===== src/rtl/dma_block_ctrl_if.sv =====
// Bus bundle for dma_block_ctrl: control handshake, parallel-input port and shared data-memory port.
// The master modport is the DMA controller's view; slave is the surrounding system's view.
interface dma_block_ctrl_if #(
  parameter int unsigned DATA_W = 8,
  parameter int unsigned ADDR_W = 8,
  parameter int unsigned LEN_W  = 8
);
  logic              start;
  logic              abort;
  logic              src_mode;
  logic [ADDR_W-1:0] src_addr;
  logic [ADDR_W-1:0] dest_addr;
  logic [LEN_W-1:0]  length;
  logic [DATA_W-1:0] port_data;
  logic              port_valid;
  logic              port_ready;
  logic              mem_req;
  logic              mem_we;
  logic [ADDR_W-1:0] mem_addr;
  logic [DATA_W-1:0] mem_wdata;
  logic [DATA_W-1:0] mem_rdata;
  logic              mem_gnt;
  logic              busy;
  logic              done;
  logic [LEN_W-1:0]  remaining;
  logic              irq;
  logic              irq_clr;

  modport master (
    input  start, abort, src_mode, src_addr, dest_addr, length,
    input  port_data, port_valid, mem_rdata, mem_gnt, irq_clr,
    output port_ready, mem_req, mem_we, mem_addr, mem_wdata,
    output busy, done, remaining, irq
  );

  modport slave (
    output start, abort, src_mode, src_addr, dest_addr, length,
    output port_data, port_valid, mem_rdata, mem_gnt, irq_clr,
    input  port_ready, mem_req, mem_we, mem_addr, mem_wdata,
    input  busy, done, remaining, irq
  );
endinterface


===== src/rtl/dma_block_ctrl.sv =====
// Block DMA: moves LENGTH words from the parallel port or a memory region into data memory.
// Define DMA_IRQ_EN to build a sticky completion interrupt flag (irq / irq_clr).
module dma_block_ctrl #(
  parameter int unsigned DATA_W    = 8,
  parameter int unsigned ADDR_W    = 8,
  parameter int unsigned LEN_W     = 8,
  parameter int unsigned ADDR_STEP = 1
) (
  input logic              clock_reg,
  input logic              reset,
  dma_block_ctrl_if.master bus
);

  typedef enum logic [1:0] {StIdle, StRead, StWrite, StDone} state_e;

  state_e            state_q, state_d;
  logic [ADDR_W-1:0] src_ptr_q, src_ptr_d;
  logic [ADDR_W-1:0] dst_ptr_q, dst_ptr_d;
  logic [LEN_W-1:0]  remaining_q, remaining_d;
  logic [DATA_W-1:0] buf_q, buf_d;
  logic              mode_q, mode_d;

  logic              port_ready;
  logic              mem_req;
  logic              mem_we;
  logic [ADDR_W-1:0] mem_addr;
  logic [DATA_W-1:0] mem_wdata;

  always_ff @(posedge clock_reg or posedge reset) begin
    if (reset) begin
      state_q     <= StIdle;
      src_ptr_q   <= '0;
      dst_ptr_q   <= '0;
      remaining_q <= '0;
      buf_q       <= '0;
      mode_q      <= 1'b0;
    end else begin
      state_q     <= state_d;
      src_ptr_q   <= src_ptr_d;
      dst_ptr_q   <= dst_ptr_d;
      remaining_q <= remaining_d;
      buf_q       <= buf_d;
      mode_q      <= mode_d;
    end
  end

  // Outputs depend on state only, so mem_* hold steady for as long as a grant is withheld.
  always_comb begin
    state_d     = state_q;
    src_ptr_d   = src_ptr_q;
    dst_ptr_d   = dst_ptr_q;
    remaining_d = remaining_q;
    buf_d       = buf_q;
    mode_d      = mode_q;
    port_ready  = 1'b0;
    mem_req     = 1'b0;
    mem_we      = 1'b0;
    mem_addr    = '0;
    mem_wdata   = '0;

    unique case (state_q)
      StIdle: begin
        if (bus.start) begin
          src_ptr_d   = bus.src_addr;
          dst_ptr_d   = bus.dest_addr;
          remaining_d = bus.length;
          mode_d      = bus.src_mode;
          state_d     = (bus.length == '0) ? StDone : StRead;
        end
      end

      StRead: begin
        if (mode_q) begin
          mem_req  = 1'b1;
          mem_addr = src_ptr_q;
          if (bus.mem_gnt) begin
            buf_d   = bus.mem_rdata;
            state_d = StWrite;
          end
        end else begin
          port_ready = 1'b1;
          if (bus.port_valid) begin
            buf_d   = bus.port_data;
            state_d = StWrite;
          end
        end
        // Abort discards the word being fetched.
        if (bus.abort) begin
          buf_d   = buf_q;
          state_d = StIdle;
        end
      end

      StWrite: begin
        mem_req   = 1'b1;
        mem_we    = 1'b1;
        mem_addr  = dst_ptr_q;
        mem_wdata = buf_q;
        if (bus.mem_gnt) begin
          dst_ptr_d   = dst_ptr_q + ADDR_W'(ADDR_STEP);
          if (mode_q) begin
            src_ptr_d = src_ptr_q + ADDR_W'(ADDR_STEP);
          end
          remaining_d = remaining_q - LEN_W'(1);
          state_d     = (remaining_q == LEN_W'(1)) ? StDone : StRead;
        end
        // A granted write has already landed in memory; only the next state is overridden.
        if (bus.abort) begin
          state_d = StIdle;
        end
      end

      StDone: begin
        state_d = StIdle;
      end

      default: begin
        state_d = StIdle;
      end
    endcase
  end

  assign bus.port_ready = port_ready;
  assign bus.mem_req    = mem_req;
  assign bus.mem_we     = mem_we;
  assign bus.mem_addr   = mem_addr;
  assign bus.mem_wdata  = mem_wdata;
  assign bus.busy       = (state_q != StIdle);
  assign bus.done       = (state_q == StDone);
  assign bus.remaining  = remaining_q;

`ifdef DMA_IRQ_EN
  logic irq_q, irq_d;

  // Completion takes priority over a simultaneous clear.
  always_comb begin
    irq_d = irq_q;
    if (state_q == StDone) begin
      irq_d = 1'b1;
    end else if (bus.irq_clr) begin
      irq_d = 1'b0;
    end
  end

  always_ff @(posedge clock_reg or posedge reset) begin
    if (reset) begin
      irq_q <= 1'b0;
    end else begin
      irq_q <= irq_d;
    end
  end

  assign bus.irq = irq_q;
`else
  logic unused_irq_clr;
  assign unused_irq_clr = bus.irq_clr;
  assign bus.irq        = 1'b0;
`endif

endmodule

===== src/flat_wrapper.sv =====
// flat-port wrapper written by rule: the top's interface ports become plain ports
module dma_block_ctrl_flat 
#(
  parameter int unsigned DATA_W    = 8,
  parameter int unsigned ADDR_W    = 8,
  parameter int unsigned LEN_W     = 8,
  parameter int unsigned ADDR_STEP = 1
)
  (clock_reg, reset, bus_start, bus_abort, bus_src_mode, bus_src_addr, bus_dest_addr, bus_length, bus_port_data, bus_port_valid, bus_mem_rdata, bus_mem_gnt, bus_irq_clr, bus_port_ready, bus_mem_req, bus_mem_we, bus_mem_addr, bus_mem_wdata, bus_busy, bus_done, bus_remaining, bus_irq);
  dma_block_ctrl_if #(.DATA_W(DATA_W), .ADDR_W(ADDR_W), .LEN_W(LEN_W)) bus_i ();
  input logic clock_reg;
  input logic reset;
  input wire logic [$bits(bus_i.start)-1:0] bus_start;
  input wire logic [$bits(bus_i.abort)-1:0] bus_abort;
  input wire logic [$bits(bus_i.src_mode)-1:0] bus_src_mode;
  input wire logic [$bits(bus_i.src_addr)-1:0] bus_src_addr;
  input wire logic [$bits(bus_i.dest_addr)-1:0] bus_dest_addr;
  input wire logic [$bits(bus_i.length)-1:0] bus_length;
  input wire logic [$bits(bus_i.port_data)-1:0] bus_port_data;
  input wire logic [$bits(bus_i.port_valid)-1:0] bus_port_valid;
  input wire logic [$bits(bus_i.mem_rdata)-1:0] bus_mem_rdata;
  input wire logic [$bits(bus_i.mem_gnt)-1:0] bus_mem_gnt;
  input wire logic [$bits(bus_i.irq_clr)-1:0] bus_irq_clr;
  output wire logic [$bits(bus_i.port_ready)-1:0] bus_port_ready;
  output wire logic [$bits(bus_i.mem_req)-1:0] bus_mem_req;
  output wire logic [$bits(bus_i.mem_we)-1:0] bus_mem_we;
  output wire logic [$bits(bus_i.mem_addr)-1:0] bus_mem_addr;
  output wire logic [$bits(bus_i.mem_wdata)-1:0] bus_mem_wdata;
  output wire logic [$bits(bus_i.busy)-1:0] bus_busy;
  output wire logic [$bits(bus_i.done)-1:0] bus_done;
  output wire logic [$bits(bus_i.remaining)-1:0] bus_remaining;
  output wire logic [$bits(bus_i.irq)-1:0] bus_irq;
  assign bus_i.start = bus_start;
  assign bus_i.abort = bus_abort;
  assign bus_i.src_mode = bus_src_mode;
  assign bus_i.src_addr = bus_src_addr;
  assign bus_i.dest_addr = bus_dest_addr;
  assign bus_i.length = bus_length;
  assign bus_i.port_data = bus_port_data;
  assign bus_i.port_valid = bus_port_valid;
  assign bus_i.mem_rdata = bus_mem_rdata;
  assign bus_i.mem_gnt = bus_mem_gnt;
  assign bus_i.irq_clr = bus_irq_clr;
  assign bus_port_ready = bus_i.port_ready;
  assign bus_mem_req = bus_i.mem_req;
  assign bus_mem_we = bus_i.mem_we;
  assign bus_mem_addr = bus_i.mem_addr;
  assign bus_mem_wdata = bus_i.mem_wdata;
  assign bus_busy = bus_i.busy;
  assign bus_done = bus_i.done;
  assign bus_remaining = bus_i.remaining;
  assign bus_irq = bus_i.irq;
  dma_block_ctrl #(.DATA_W(DATA_W), .ADDR_W(ADDR_W), .LEN_W(LEN_W), .ADDR_STEP(ADDR_STEP)) u_core (.clock_reg(clock_reg), .reset(reset), .bus(bus_i));
endmodule

===== config.mk =====
export PLATFORM = sky130hd
export DESIGN_NAME = dma_block_ctrl_flat
export DESIGN_NICKNAME = d
export VERILOG_FILES = /design/src/rtl/dma_block_ctrl_if.sv /design/src/rtl/dma_block_ctrl.sv /design/src/flat_wrapper.sv
export SDC_FILE = /design/constraint.sdc
export NUM_CORES = 1
export LEC_CHECK = 0
export BUFFER_PORTS_ARGS = -buffer_cell sky130_fd_sc_hd__buf_2
export CAP_MARGIN = 20
export CORE_ASPECT_RATIO = 0.6
export CORE_UTILIZATION = 51
export CTS_CLUSTER_DIAMETER = 150
export CTS_CLUSTER_SIZE = 16
export DETAILED_ROUTE_END_ITERATION = 8
export PLACE_DENSITY = 0.77
export SETUP_SLACK_MARGIN = 0.4
export SKIP_LAST_GASP = 1
export SLEW_MARGIN = 25
export SYNTH_ARGS = -nofsm -noshare
export SYNTH_HDL_FRONTEND = slang
export SYNTH_SLANG_ARGS = --single-unit
export TNS_END_PERCENT = 20

===== constraint.sdc =====
create_clock -name clock_reg -period 2.7 [get_ports clock_reg]
set_clock_uncertainty 0.15 [all_clocks]
set_input_delay 0.27 -clock clock_reg [delete_from_list [all_inputs] [get_ports clock_reg]]
set_output_delay 0.27 -clock clock_reg [all_outputs]
set_load 0.05 [all_outputs]

Word level (Yosys, flattened, before mapping)

Index checks and enable logic that the tools add are counted.

Add/subtract/negate cells: 3
$mul: 0
Div/mod/pow operators: 0
Order comparisons: 0
Equality and inequality tests: 11
Shift-type cells: 0
Multiplexer cells: 31
Bitwise operators: 1
Reductions and logical operators: 10

Operators by type and width:

| cell                                                  | number |
|---|---|
| two-way mux 8 bit                                     | 12 |
| case mux 8 bit (2 select lines)                       | 4 |
| two-way mux 2 bit                                     | 9 |
| adder 8 x 1 -> 8 bit, second input constant           | 2 |
| AND reduction 4 bit                                   | 3 |
| == test 8 x 1 -> 1 bit, second input constant         | 1 |
| zero test 8 bit                                       | 1 |
| case mux 2 bit (4 select lines)                       | 1 |
| subtractor 8 x 1 -> 8 bit, second input constant      | 1 |
| inequality test 2 bit, second input constant          | 3 |
| nonzero test 2 bit                                    | 3 |
| == test 2 bit, second input constant                  | 2 |
| two-way mux 1 bit                                     | 4 |
| inequality test 4 x 3 -> 1 bit, second input constant | 1 |
| inequality test 4 bit, second input constant          | 1 |
| inequality test 3 bit, second input constant          | 1 |
| AND reduction 3 bit                                   | 1 |
| == test 2 x 1 -> 1 bit, second input constant         | 1 |
| zero test 2 bit                                       | 1 |
| inequality test 2 x 1 -> 1 bit, second input constant | 1 |
| case mux 1 bit (2 select lines)                       | 1 |
| AND reduction 2 bit                                   | 1 |
| NOT 1 bit                                             | 1 |

Bits in registers: 35
Bits in latches: 0
Memory bits (writable): 0
Memory bits (read-only): 0
Bits of input ports: 48
Memories kept: 0

Logic depth before layout (Yosys ltp)

Gate-level depths: netlist (run 1).

Depth after elaboration: 5
Mapped depth: 8

Worst setup path after synthesis (run 1)

OpenSTA, ideal clock, no wires.

Path kind: reg-to-output
Start: register u_core.state_q[0]
End: output port bus_mem_addr[1]
Arrival: 2407 ps
Required time: 2280 ps
Setup slack: -127 ps
Stages on the path, launching flop included: 7
Cells stage by stage: dfrtp_1 -> inv_1 -> ha_1 -> buf_2 -> buf_1 -> a22oi_1 -> nor2b_1

Word-level cells in the longest chain between the ends: 2

RTL lines:

| what                                                    | line                 | text |
|---|---|---|
| start, declared                                         | dma_block_ctrl.sv:16 | `state_e state_q, state_d;` |
| start signal, assigned                                  | dma_block_ctrl.sv:31 | `state_q <= StIdle;` |
| start signal, assigned                                  | dma_block_ctrl.sv:38 | `state_q <= state_d;` |
| == test 2 bit or == test 2 x 1 -> 1 bit (tied branches) | dma_block_ctrl.sv:61 | `unique case (state_q)` |
| case mux 8 bit (2 select lines) (*)                     | dma_block_ctrl.sv:61 |  |
| end, declared                                           | flat_wrapper.sv:27   | `output wire logic [$bits(bus_i.mem_addr)-1:0] bus_mem_addr;` |

Mark *: on every way between the ends. The rest lies on a longest branch, timed or not.

Final worst setup path (run 1)

Start: register u_core.state_q[1]
End: output port bus_mem_addr[4]

The elaborated chain is that of the path after synthesis.

==> flow_metrics.env, run 1 <==
export IMPL_outcome="finished, violations left"
export IMPL_violations="hold timing"
export IMPL_crit_fanout=9
export IMPL_cts_inserted_buffers=5
export IMPL_fill_cells=334
export IMPL_nNetsFinal=393
export IMPL_vias=2325
export IMPL_ys_seq_elements=35
export IMPL_synthTopCellsByCount="dfrtp_1, a21oi_1, nand2_1"
export IMPL_setup_viol=0
export IMPL_cts_max_level=2
export IMPL_ys_types=54
export IMPL_gp_congestion=0.887
export IMPL_gr_max_usage_layer="met1"
export IMPL_yosysSeqAreaShare_pct=37.5
export IMPL_finalCritPeriodShare_pct=83.5
export IMPL_dieHeight_um=54.4
export IMPL_synth_area_mm2=0.00233
export IMPL_final_max_slew_viol_count=0
export IMPL_numPortBuffers=75
export IMPL_max_cap_violations=0
export IMPL_synth_fp_nets=319
export IMPL_clk_latency_ns=0.29
export IMPL_track_usage_pct=27.8
export IMPL_synth_edf_count=0
export IMPL_hold_path_class="input pin to async pin"
export IMPL_viasPerCell=5.84
export IMPL_die_area_mm2=0.00486
export IMPL_p_per_area_mw_per_mm2=1260
export IMPL_area_growth_synth_to_final_pct=27.3
export IMPL_use_met1_pct=41.5
export IMPL_clk_pin_slew_ns=0.07
export IMPL_antenna_found_initial=0
export IMPL_tightest_slew_ns=0.869
export IMPL_io_pins=78
export IMPL_grt_pass1_vias=1996
export IMPL_root_buffer="clkbuf_8"
export IMPL_setup_tns_final_ns=0
export IMPL_first_pass_iters=5
export IMPL_core_area_mm2=0.00426
export IMPL_endpoint_kind="output port"
export IMPL_async_reset_ff_share_pct=100
export IMPL_rsz0062_at_grt="true"
export IMPL_cts_buffer_depth=2
export IMPL_cts_sinks=35
export IMPL_drc=0
export IMPL_drt_iter0_drc=182
export IMPL_wl_mm=6.23
export IMPL_drive_gt1_share_pct=32.8
export IMPL_cts_tree="built"
export IMPL_ant_nets=0
export IMPL_period_minus_slack_ns=2.26
export IMPL_ys_flop_type="dfrtp_1"
export IMPL_dp_hpwl_mm=4.58
export IMPL_met2_usage_pct=38.4
export IMPL_hold_viol=8
export IMPL_irDropWorstVdd_mv=0.812
export IMPL_n_antenna_cell=0
export IMPL_fmax_ghz=0.443
export IMPL_grt_pass1_wl_mm=9.85
export IMPL_ff_latch_area_um2=876
export IMPL_start_util_pct=54.9
export IMPL_overflow=0
export IMPL_leakagePower_nw=1.30
export IMPL_whs_ns=-0.00796
export IMPL_cp_required_ns=2.28
export IMPL_grt_max_degree=28
export IMPL_syn_area_per_cell_um2=8.88
export IMPL_path_class="flip-flop to output port"
export IMPL_arrival_ns=1.84
export IMPL_met3_usage_pct=8.14
export IMPL_dieWidth_um=89.4
export IMPL_yosysWarnings=0
export IMPL_syn_instance_count=263
export IMPL_wl_per_cell_um=15.7
export IMPL_post_synth_top_count_cell="dfrtp_1"
export IMPL_synth_top_area_share_pct=37.5
export IMPL_multi_input_area_mm2=0.00140
export IMPL_rows=18
export IMPL_synth_area_leaders="dfrtp_1, a21oi_1, mux2i_1"
export IMPL_yosys_area_top_type="dfrtp_1"
export IMPL_max_slew_margin_rel_pct=42.0
export IMPL_startpoint_type="flip-flop"
## worst paths after layout
check                      cells after the start  slack [ns]                   to               from
setup / recovery                               6        0.44      bus_mem_addr[4]  u_core.state_q[1]
hold / removal                                 2      -0.008      u_core.buf_q[6]              reset
setup reg to reg                               7        0.51  u_core.src_ptr_q[3]  u_core.state_q[0]
hold reg to reg                                2        0.37      u_core.buf_q[2]    u_core.buf_q[2]
max in group asynchronous                      3        1.76  u_core.dst_ptr_q[4]              reset
min in group clock_reg                         2        0.08        u_core.mode_q       bus_src_mode
## power by group
group	internal, W	switching [W]	total [W]
Combinational	0.000756	0.00130	0.00206
Sequential	0.000780	0.000325	0.00110
Clock	0.000369	0.000200	0.000569
Total	0.00191	0.00183	0.00373
## what timing repair did
item | CTS | global route
pin swaps | 0 | 0
setup endpoints to repair | 9 | 13
hold buffers | 0 | 0
hold endpoints to repair | 0 | 0
setup buffers | 0 | 0
resized for setup | 3 | 12
## cell families (layout without fill, tap and decap cells)
group	after synthesis	in the layout	share of synthesized area (%)
muxes	17	17	7.98
adders and majority gates	8	8	4.29
other	1	1	0.161
and+or+nand+nor	95	95	21.4
buffers and inverters	23	98	4.93
AOI/OAI and AO/OA	84	84	23.7
DFF	35	35	37.5
## placed cells by master (no fill, tap or decap), types with 8 or more instances in the layout
master | netlist | routed
dfrtp_1 | 35 | 35
buf_4 | 3 | 9
nor3_1 | 8 | 8
nand2_1 | 25 | 25
o21ai_1 | 10 | 10
a21oi_1 | 29 | 29
buf_2 | 8 | 67
and2_1 | 9 | 8
nor2_1 | 19 | 19
mux2i_1 | 13 | 13
## registers in the layout (all words and copies together), names as in the netlist
signal and flops:
u_core.mode_q 1, u_core.bus.remaining 8, u_core.src_ptr_q 8, u_core.dst_ptr_q 8, u_core.state_q 2, u_core.buf_q 8
## worst max-delay path, stage by stage (launching register included)
cell and delay, ns:
dfrtp_1 0.44, inv_1 0.14, ha_1 0.21, and2_4 0.24, nand2_1 0.09, a21boi_1 0.17
clkbuf_4 0.25
## area by class of cell
cell class / count / area share, %
Multi-Input combinational cell: 205 / 47.1
Sequential cell: 35 / 29.5
Timing Repair Buffer: 83 / 15.6
Tap cell: 60 / 2.53
Clock buffer: 6 / 2.44
Clock inverter: 2 / 2.02
Inverter: 7 / 0.884
## through the flow
| stage | std cells | cell area [um^2] | total power [W] | setup slack (ns) | utilization [%] |
|---|---|---|---|---|---|
| 6_report | 398 | 2970 | 0.00373 | 0.444 | 69.8 |
| 5_1_grt | 398 | 2970 | 0.00398 | 0.377 | 69.8 |
| 4_1_cts | 398 | 2940 | 0.00367 | 0.382 | 69.0 |
| 3_5_place_dp | 390 | 2800 | 0.00309 | 0.607 | 65.7 |
| 3_3_place_gp | 390 | 2800 | 0.00304 | 0.659 | 65.7 |
| 2_1_floorplan | 263 | 2370 | 0.00264 | 0.317 | - |
## per-layer routing
metal	wire length, um	vias up
li1	-	1118
met1	2960	1076
met2	2640	121
met3	579	10
met4	64	0
met5	0	-
(Power assumes the default switching activity.)
==> run 2, diff against run 1 <==
Settings changed: CORE_UTILIZATION 51 to 46, PLACE_DENSITY 0.77 to 0.73.
Clock period 2.7 ns to 1.9 ns, I/O delays scaled along.
==> run 2 against run 1 <==
Against the previous run:
- the run ends with setup timing left
- sequential share of layout area shrank 5.2 points
- sequential cell count is the same
- cell count grew 9.8%
- via count grew 8.6%
- final area grew 22%
- sequential power grew 47%
- combinational power grew 90%
- utilization grew 6.5 points
- wire length grew 19%
- critical path type unchanged
- critical endpoint is now bus_mem_addr[1]
==> flow_metrics.env, run 2 (synthesis gave the netlist of run 1 again) <==
export IMPL_path_class="flip-flop to output port"
export IMPL_p_per_area_mw_per_mm2=1730
export IMPL_n_antenna_cell=0
export IMPL_overflow=0
export IMPL_antenna_found_initial=0
export IMPL_use_met1_pct=41.5
export IMPL_drc=0
export IMPL_outcome="finished, violations left"
export IMPL_cts_sinks=35
export IMPL_dp_hpwl_mm=4.71
export IMPL_crit_fanout=5
export IMPL_startpoint_type="flip-flop"
export IMPL_wl_mm=7.42
export IMPL_root_buffer="clkbuf_8"
export IMPL_final_cells=437
export IMPL_nNetsFinal=429
export IMPL_cts_buffer_depth=2
export IMPL_layout_commonest_cell="buf_2"
export IMPL_violations="setup timing"
export IMPL_grt_pass1_wl_mm=10.9
export IMPL_cts_inserted_buffers=5
export IMPL_arrival_ns=1.71
export IMPL_vias=2525
export IMPL_worst_r2r_setup_slack_ns=-0.06
export IMPL_finalCritPeriodShare_pct=108
export IMPL_setup_viol=26
export IMPL_layout_common_cells="buf_2, dfrtp_1, buf_4, a21oi_1, nand2_1"
export IMPL_setup_ws_ns=-0.151
export IMPL_slowest_delay_ns=0.41
export IMPL_max_cap_violations=0
export IMPL_grt_max_degree=36
export IMPL_crit_path_frequent_cell="buf_6"
export IMPL_first_pass_iters=4
export IMPL_drt_iter0_drc=229
export IMPL_die_area_mm2=0.00537
export IMPL_track_usage_pct=26.4
export IMPL_gr_max_usage_layer="met1"
export IMPL_rows=19
export IMPL_ant_nets=0
export IMPL_crit_chain="buf_6 -> ha_4 -> and2_4 -> buf_12 -> a22oi_2 -> nor2b_4 -> buf_6"
export IMPL_hold_path_class="input pin to flip-flop"
export IMPL_cts_max_level=2
export IMPL_grt_pass1_vias=2176
export IMPL_slowest_stage="dfrtp_1"
export IMPL_whs_ns=0.0102
export IMPL_clk_pin_slew_ns=0.08
export IMPL_gp_congestion=0.816
export IMPL_place_inst=407
export IMPL_cts_tree="built"
export IMPL_fmax_ghz=0.487
export IMPL_irDropWorstVdd_mv=1.44
export IMPL_numPortBuffers=75
export IMPL_hold_viol=0
export IMPL_area_growth_synth_to_final_pct=54.7
export IMPL_met3_usage_pct=5.20
export IMPL_period_minus_slack_ns=2.05
export IMPL_wl_per_cell_um=17.0
export IMPL_io_pins=78
export IMPL_cp_required_ns=1.56
export IMPL_core_area_mm2=0.00473
export IMPL_start_util_pct=49.4
export IMPL_leakagePower_nw=1.61
export IMPL_dieHeight_um=57.2
export IMPL_drive_gt1_share_pct=46.8
export IMPL_endpoint_kind="output port"
export IMPL_final_max_slew_viol_count=0
export IMPL_viasPerCell=5.78
export IMPL_rsz0062_at_grt="true"
export IMPL_clk_latency_ns=0.30
export IMPL_met2_usage_pct=37.2
export IMPL_dieWidth_um=94.0
export IMPL_power_w=0.00626
-- run 2: layer usage --
metal,vias to the layer above,routed length [um]
met5,-,0
met4,0,58
met3,8,371
met2,87,3260
met1,1236,3720
li1,1194,-
-- run 2: per-stage QoR --
step / utilization, % / setup slack, ns / cell area, um^2 / TNS [ns]
after floorplan: - / -0.0474 / 2540 / -0.138
after global placement: 64.5 / -0.0241 / 3050 / -0.0479
after detailed placement: 64.5 / -0.0764 / 3050 / -0.279
after CTS: 71.6 / -0.152 / 3390 / -3.04
after global routing: 76.4 / -0.192 / 3610 / -3.71
final: 76.4 / -0.151 / 3610 / -2.03
-- run 2: cell type report --
type                            instances  area [um^2]
Clock buffer                            6         82.6
Timing Repair Buffer                  117          903
Tap cell                               63         78.8
Fill cell                             337         1120
Multi-Input combinational cell        207         1600
Inverter                                7         32.5
Clock inverter                          2         35.0
Sequential cell                        35          876
-- run 2: worst max-delay path, delay by kind of cell (launching register included) --
family,cells,cell delay (ns)
fa+ha+maj,1,0.15
buf+inv,3,0.43
simple gates,2,0.24
compound gates,1,0.19
flops,1,0.41
-- run 2: what timing repair did --
| item | 4_1_cts | 5_1_grt |
|---|---|---|
| resized for setup | 32 | 25 |
| endpoints found under the hold margin | 38 | 0 |
| pin swaps | 6 | 8 |
| setup buffers | 2 | 11 |
| hold buffers | 4 | 0 |
| gates cloned | 2 | 3 |
| endpoints found under the setup margin | 56 | 57 |
-- run 2: path summary, 6_finish.rpt --
kind	startpoint	endpoint	cells past startpoint
max	u_core.state_q[0]	bus_mem_addr[1]	7
max in group asynchronous	reset	u_core.state_q[1]	4
min	bus_src_addr[2]	u_core.src_ptr_q[2]	2
max reg2reg	u_core.state_q[0]	u_core.state_q[0]	8
min in group asynchronous	reset	u_core.src_ptr_q[1]	4
min reg2reg	u_core.buf_q[4]	u_core.buf_q[4]	2
-- run 2: power by group --
group | total (W) | internal (W) | switching [W] | leakage (nW)
clock | 0.000726 | 0.000425 | 0.000301 | 0.0612
combinational | 0.00391 | 0.00174 | 0.00217 | 1.15
sequential | 0.00162 | 0.00111 | 0.000517 | 0.397
==> run 3, diff against run 2 <==
Settings changed: CORE_UTILIZATION 46 to 51, CTS_BUF_LIST set to sky130_fd_sc_hd__clkbuf_16, PLACE_DENSITY 0.73 to 0.77.
Clock period 1.9 ns to 1.95 ns, I/O delays scaled along.
==> run 3 against run 2 <==
Against the previous run:
- the run still ends with setup timing left
- global-route usage rose by 4.1 points
- utilization is 5.1 points higher
- register-to-register slack improved by 0.03 ns
==> flow_metrics.env, run 3 (synthesis gave the netlist of run 1 again) <==
export IMPL_grt_max_degree=36
export IMPL_ant_nets=0
export IMPL_max_cap_violations=0
export IMPL_viasPerCell=5.85
export IMPL_worstSetupStartpoint="u_core.state_q[1]"
export IMPL_startpoint_type="flip-flop"
export IMPL_first_pass_iters=4
export IMPL_gp_congestion=0.841
export IMPL_r2r_cells=8
export IMPL_rsz0062_at_grt="true"
export IMPL_crit_fanout=5
export IMPL_period_minus_slack_ns=2.05
export IMPL_dp_hpwl_mm=4.61
export IMPL_rows=18
export IMPL_core_area_mm2=0.00426
export IMPL_drive_gt1_share_pct=44.8
export IMPL_cts_buffer_depth=2
export IMPL_slowest_stage="dfrtp_1"
export IMPL_violations="setup timing"
export IMPL_hold_viol=0
export IMPL_p_int_w=0.00309
export IMPL_drt_iter0_drc=155
export IMPL_worst_r2r_setup_slack_ns=-0.03
export IMPL_cts_tree="built"
export IMPL_layout_commonest_cell="buf_2"
export IMPL_utilization_pct=81.5
export IMPL_antenna_found_initial=0
export IMPL_dieHeight_um=54.4
export IMPL_holdPathEnd="u_core.dst_ptr_q[2]"
export IMPL_fmax_ghz=0.488
export IMPL_arrival_ns=1.71
export IMPL_finalCritPeriodShare_pct=105
export IMPL_area_growth_synth_to_final_pct=48.6
export IMPL_outcome="finished, violations left"
export IMPL_p_comb_share_pct=60.4
export IMPL_endpoint_kind="output port"
export IMPL_slowest_delay_ns=0.37
export IMPL_root_buffer="clkbuf_16"
export IMPL_setup_viol=17
export IMPL_reg2reg_from="u_core.state_q[1]"
export IMPL_power_frac_seq_pct=26.8
export IMPL_layout_common_cells="buf_2, dfrtp_1, a21oi_1, buf_4"
export IMPL_hold_path_cell_count=3
export IMPL_dieWidth_um=89.4
export IMPL_crit_path_frequent_cell="buf_6"
export IMPL_grt_pass1_wl_mm=10.7
export IMPL_switchingPower_w=0.00289
export IMPL_min_delay_start="bus_dest_addr[2]"
export IMPL_fill_cells=271
export IMPL_cp_required_ns=1.60
export IMPL_clk_pin_slew_ns=0.05
export IMPL_cts_inserted_buffers=5
export IMPL_p_per_area_mw_per_mm2=1720
export IMPL_vias=2452
export IMPL_crit_chain="inv_2 -> buf_6 -> ha_4 -> and2_4 -> buf_12 -> a22oi_2 -> nor2b_4 -> buf_6"
export IMPL_cts_sinks=35
export IMPL_wl_mm=7.32
export IMPL_overflow=0
export IMPL_setup_ws_ns=-0.100
export IMPL_numPortBuffers=75
export IMPL_power_w=0.00598
export IMPL_grt_pass1_vias=2220
export IMPL_final_max_slew_viol_count=0
export IMPL_cts_max_level=2
export IMPL_die_area_mm2=0.00486
export IMPL_switching_share_pct=48.3
export IMPL_track_usage_pct=30.5
export IMPL_critPathBufInv=4
export IMPL_nNetsFinal=414
export IMPL_n_antenna_cell=0
export IMPL_clk_latency_ns=0.28
export IMPL_leakagePower_nw=1.54
export IMPL_path_class="flip-flop to output port"
export IMPL_critPathTopFamily="buffers and inverters"
export IMPL_hold_path_class="input pin to flip-flop"
export IMPL_setup_tns_final_ns=-0.866
export IMPL_io_pins=78
export IMPL_rr_endpoint="u_core.src_ptr_q[3]"
export IMPL_irDropWorstVdd_mv=1.23
export IMPL_start_util_pct=54.9
export IMPL_drc=0
export IMPL_clkPwrFrac_pct=12.8
export IMPL_wl_per_cell_um=17.5
run 3: changes by cell type in the layout (fill, tap and decap cells not counted), moves of 3 or more:
| cell | previous run | this run |
|---|---|---|
| clkbuf_8 | 6 | 0 |
| nand2_2 | 0 | 3 |
| buf_4 | 29 | 18 |
| clkbuf_16 | 1 | 6 |
run 3: layout make-up:
| cell class | instances | area, um^2 | area share [%] |
|---|---|---|---|
| tap | 60 | 75.1 | 2.16 |
| timing repair buffer | 104 | 776 | 22.4 |
| clock buffer | 5 | 125 | 3.61 |
| sequential | 35 | 876 | 25.3 |
| clock inverter | 3 | 12.5 | 0.361 |
| inverter | 7 | 32.5 | 0.938 |
| multi-input combinational | 205 | 1570 | 45.3 |
run 3: worst min-delay path: cells and delay by family:
| family | cells | cell delay (ns) |
|---|---|---|
| buf+inv | 1 | 0.08 |
| compound gates | 2 | 0.13 |
run 3: repair_timing:
| item | CTS | global route |
|---|---|---|
| hold buffers | 2 | 0 |
| endpoints found under the hold margin | 36 | 0 |
| gates cloned | 2 | 1 |
| buffers inserted | 1 | 6 |
| endpoints found under the setup margin | 56 | 56 |
| gates resized for setup | 35 | 10 |
| pin swaps | 6 | 7 |
run 3: through the flow:
stage	instance area (um^2)	instances	setup slack [ns]	hold WS, ns
finish	3470	419	-0.100	0.0260
detailed placement	3020	399	-0.172	0.172
global placement	3020	399	-0.0492	0.170
global route	3470	419	-0.146	0.0244
CTS	3360	412	-0.0778	0.0215
floorplan	2540	263	0.00265	0.190
run 3: how the worst max path moves through the flow:
| stage | cells after the start | end |
|---|---|---|
| after floorplan | 7 | u_core.state_q[0] |
| after detailed placement | 6 | u_core.src_ptr_q[3] |
| final | 8 | bus_mem_addr[1] |
| after global routing | 8 | bus_mem_addr[1] |
| after CTS | 8 | bus_mem_addr[6] |
| after global placement | 6 | u_core.src_ptr_q[3] |
run 3: per-layer routing:
metal / part of all wire [%] / up-vias / GRT usage [%]
met5: 0 / - / 0
met4: 1.4 / 0 / 10.8
met3: 8.6 / 12 / 9.05
met2: 46 / 137 / 46.8
met1: 44 / 1146 / 41.2
li1: - / 1157 / -
run 3: power groups by stage:
stage	registers [W]	logic, W	clock network, W
6_report	0.00160	0.00361	0.000765
5_1_grt	0.00164	0.00384	0.000802
4_1_cts	0.00156	0.00344	0.000759
3_5_place_dp	0.00154	0.00313	0
3_3_place_gp	0.00153	0.00304	0
2_1_floorplan	0.00171	0.00219	0
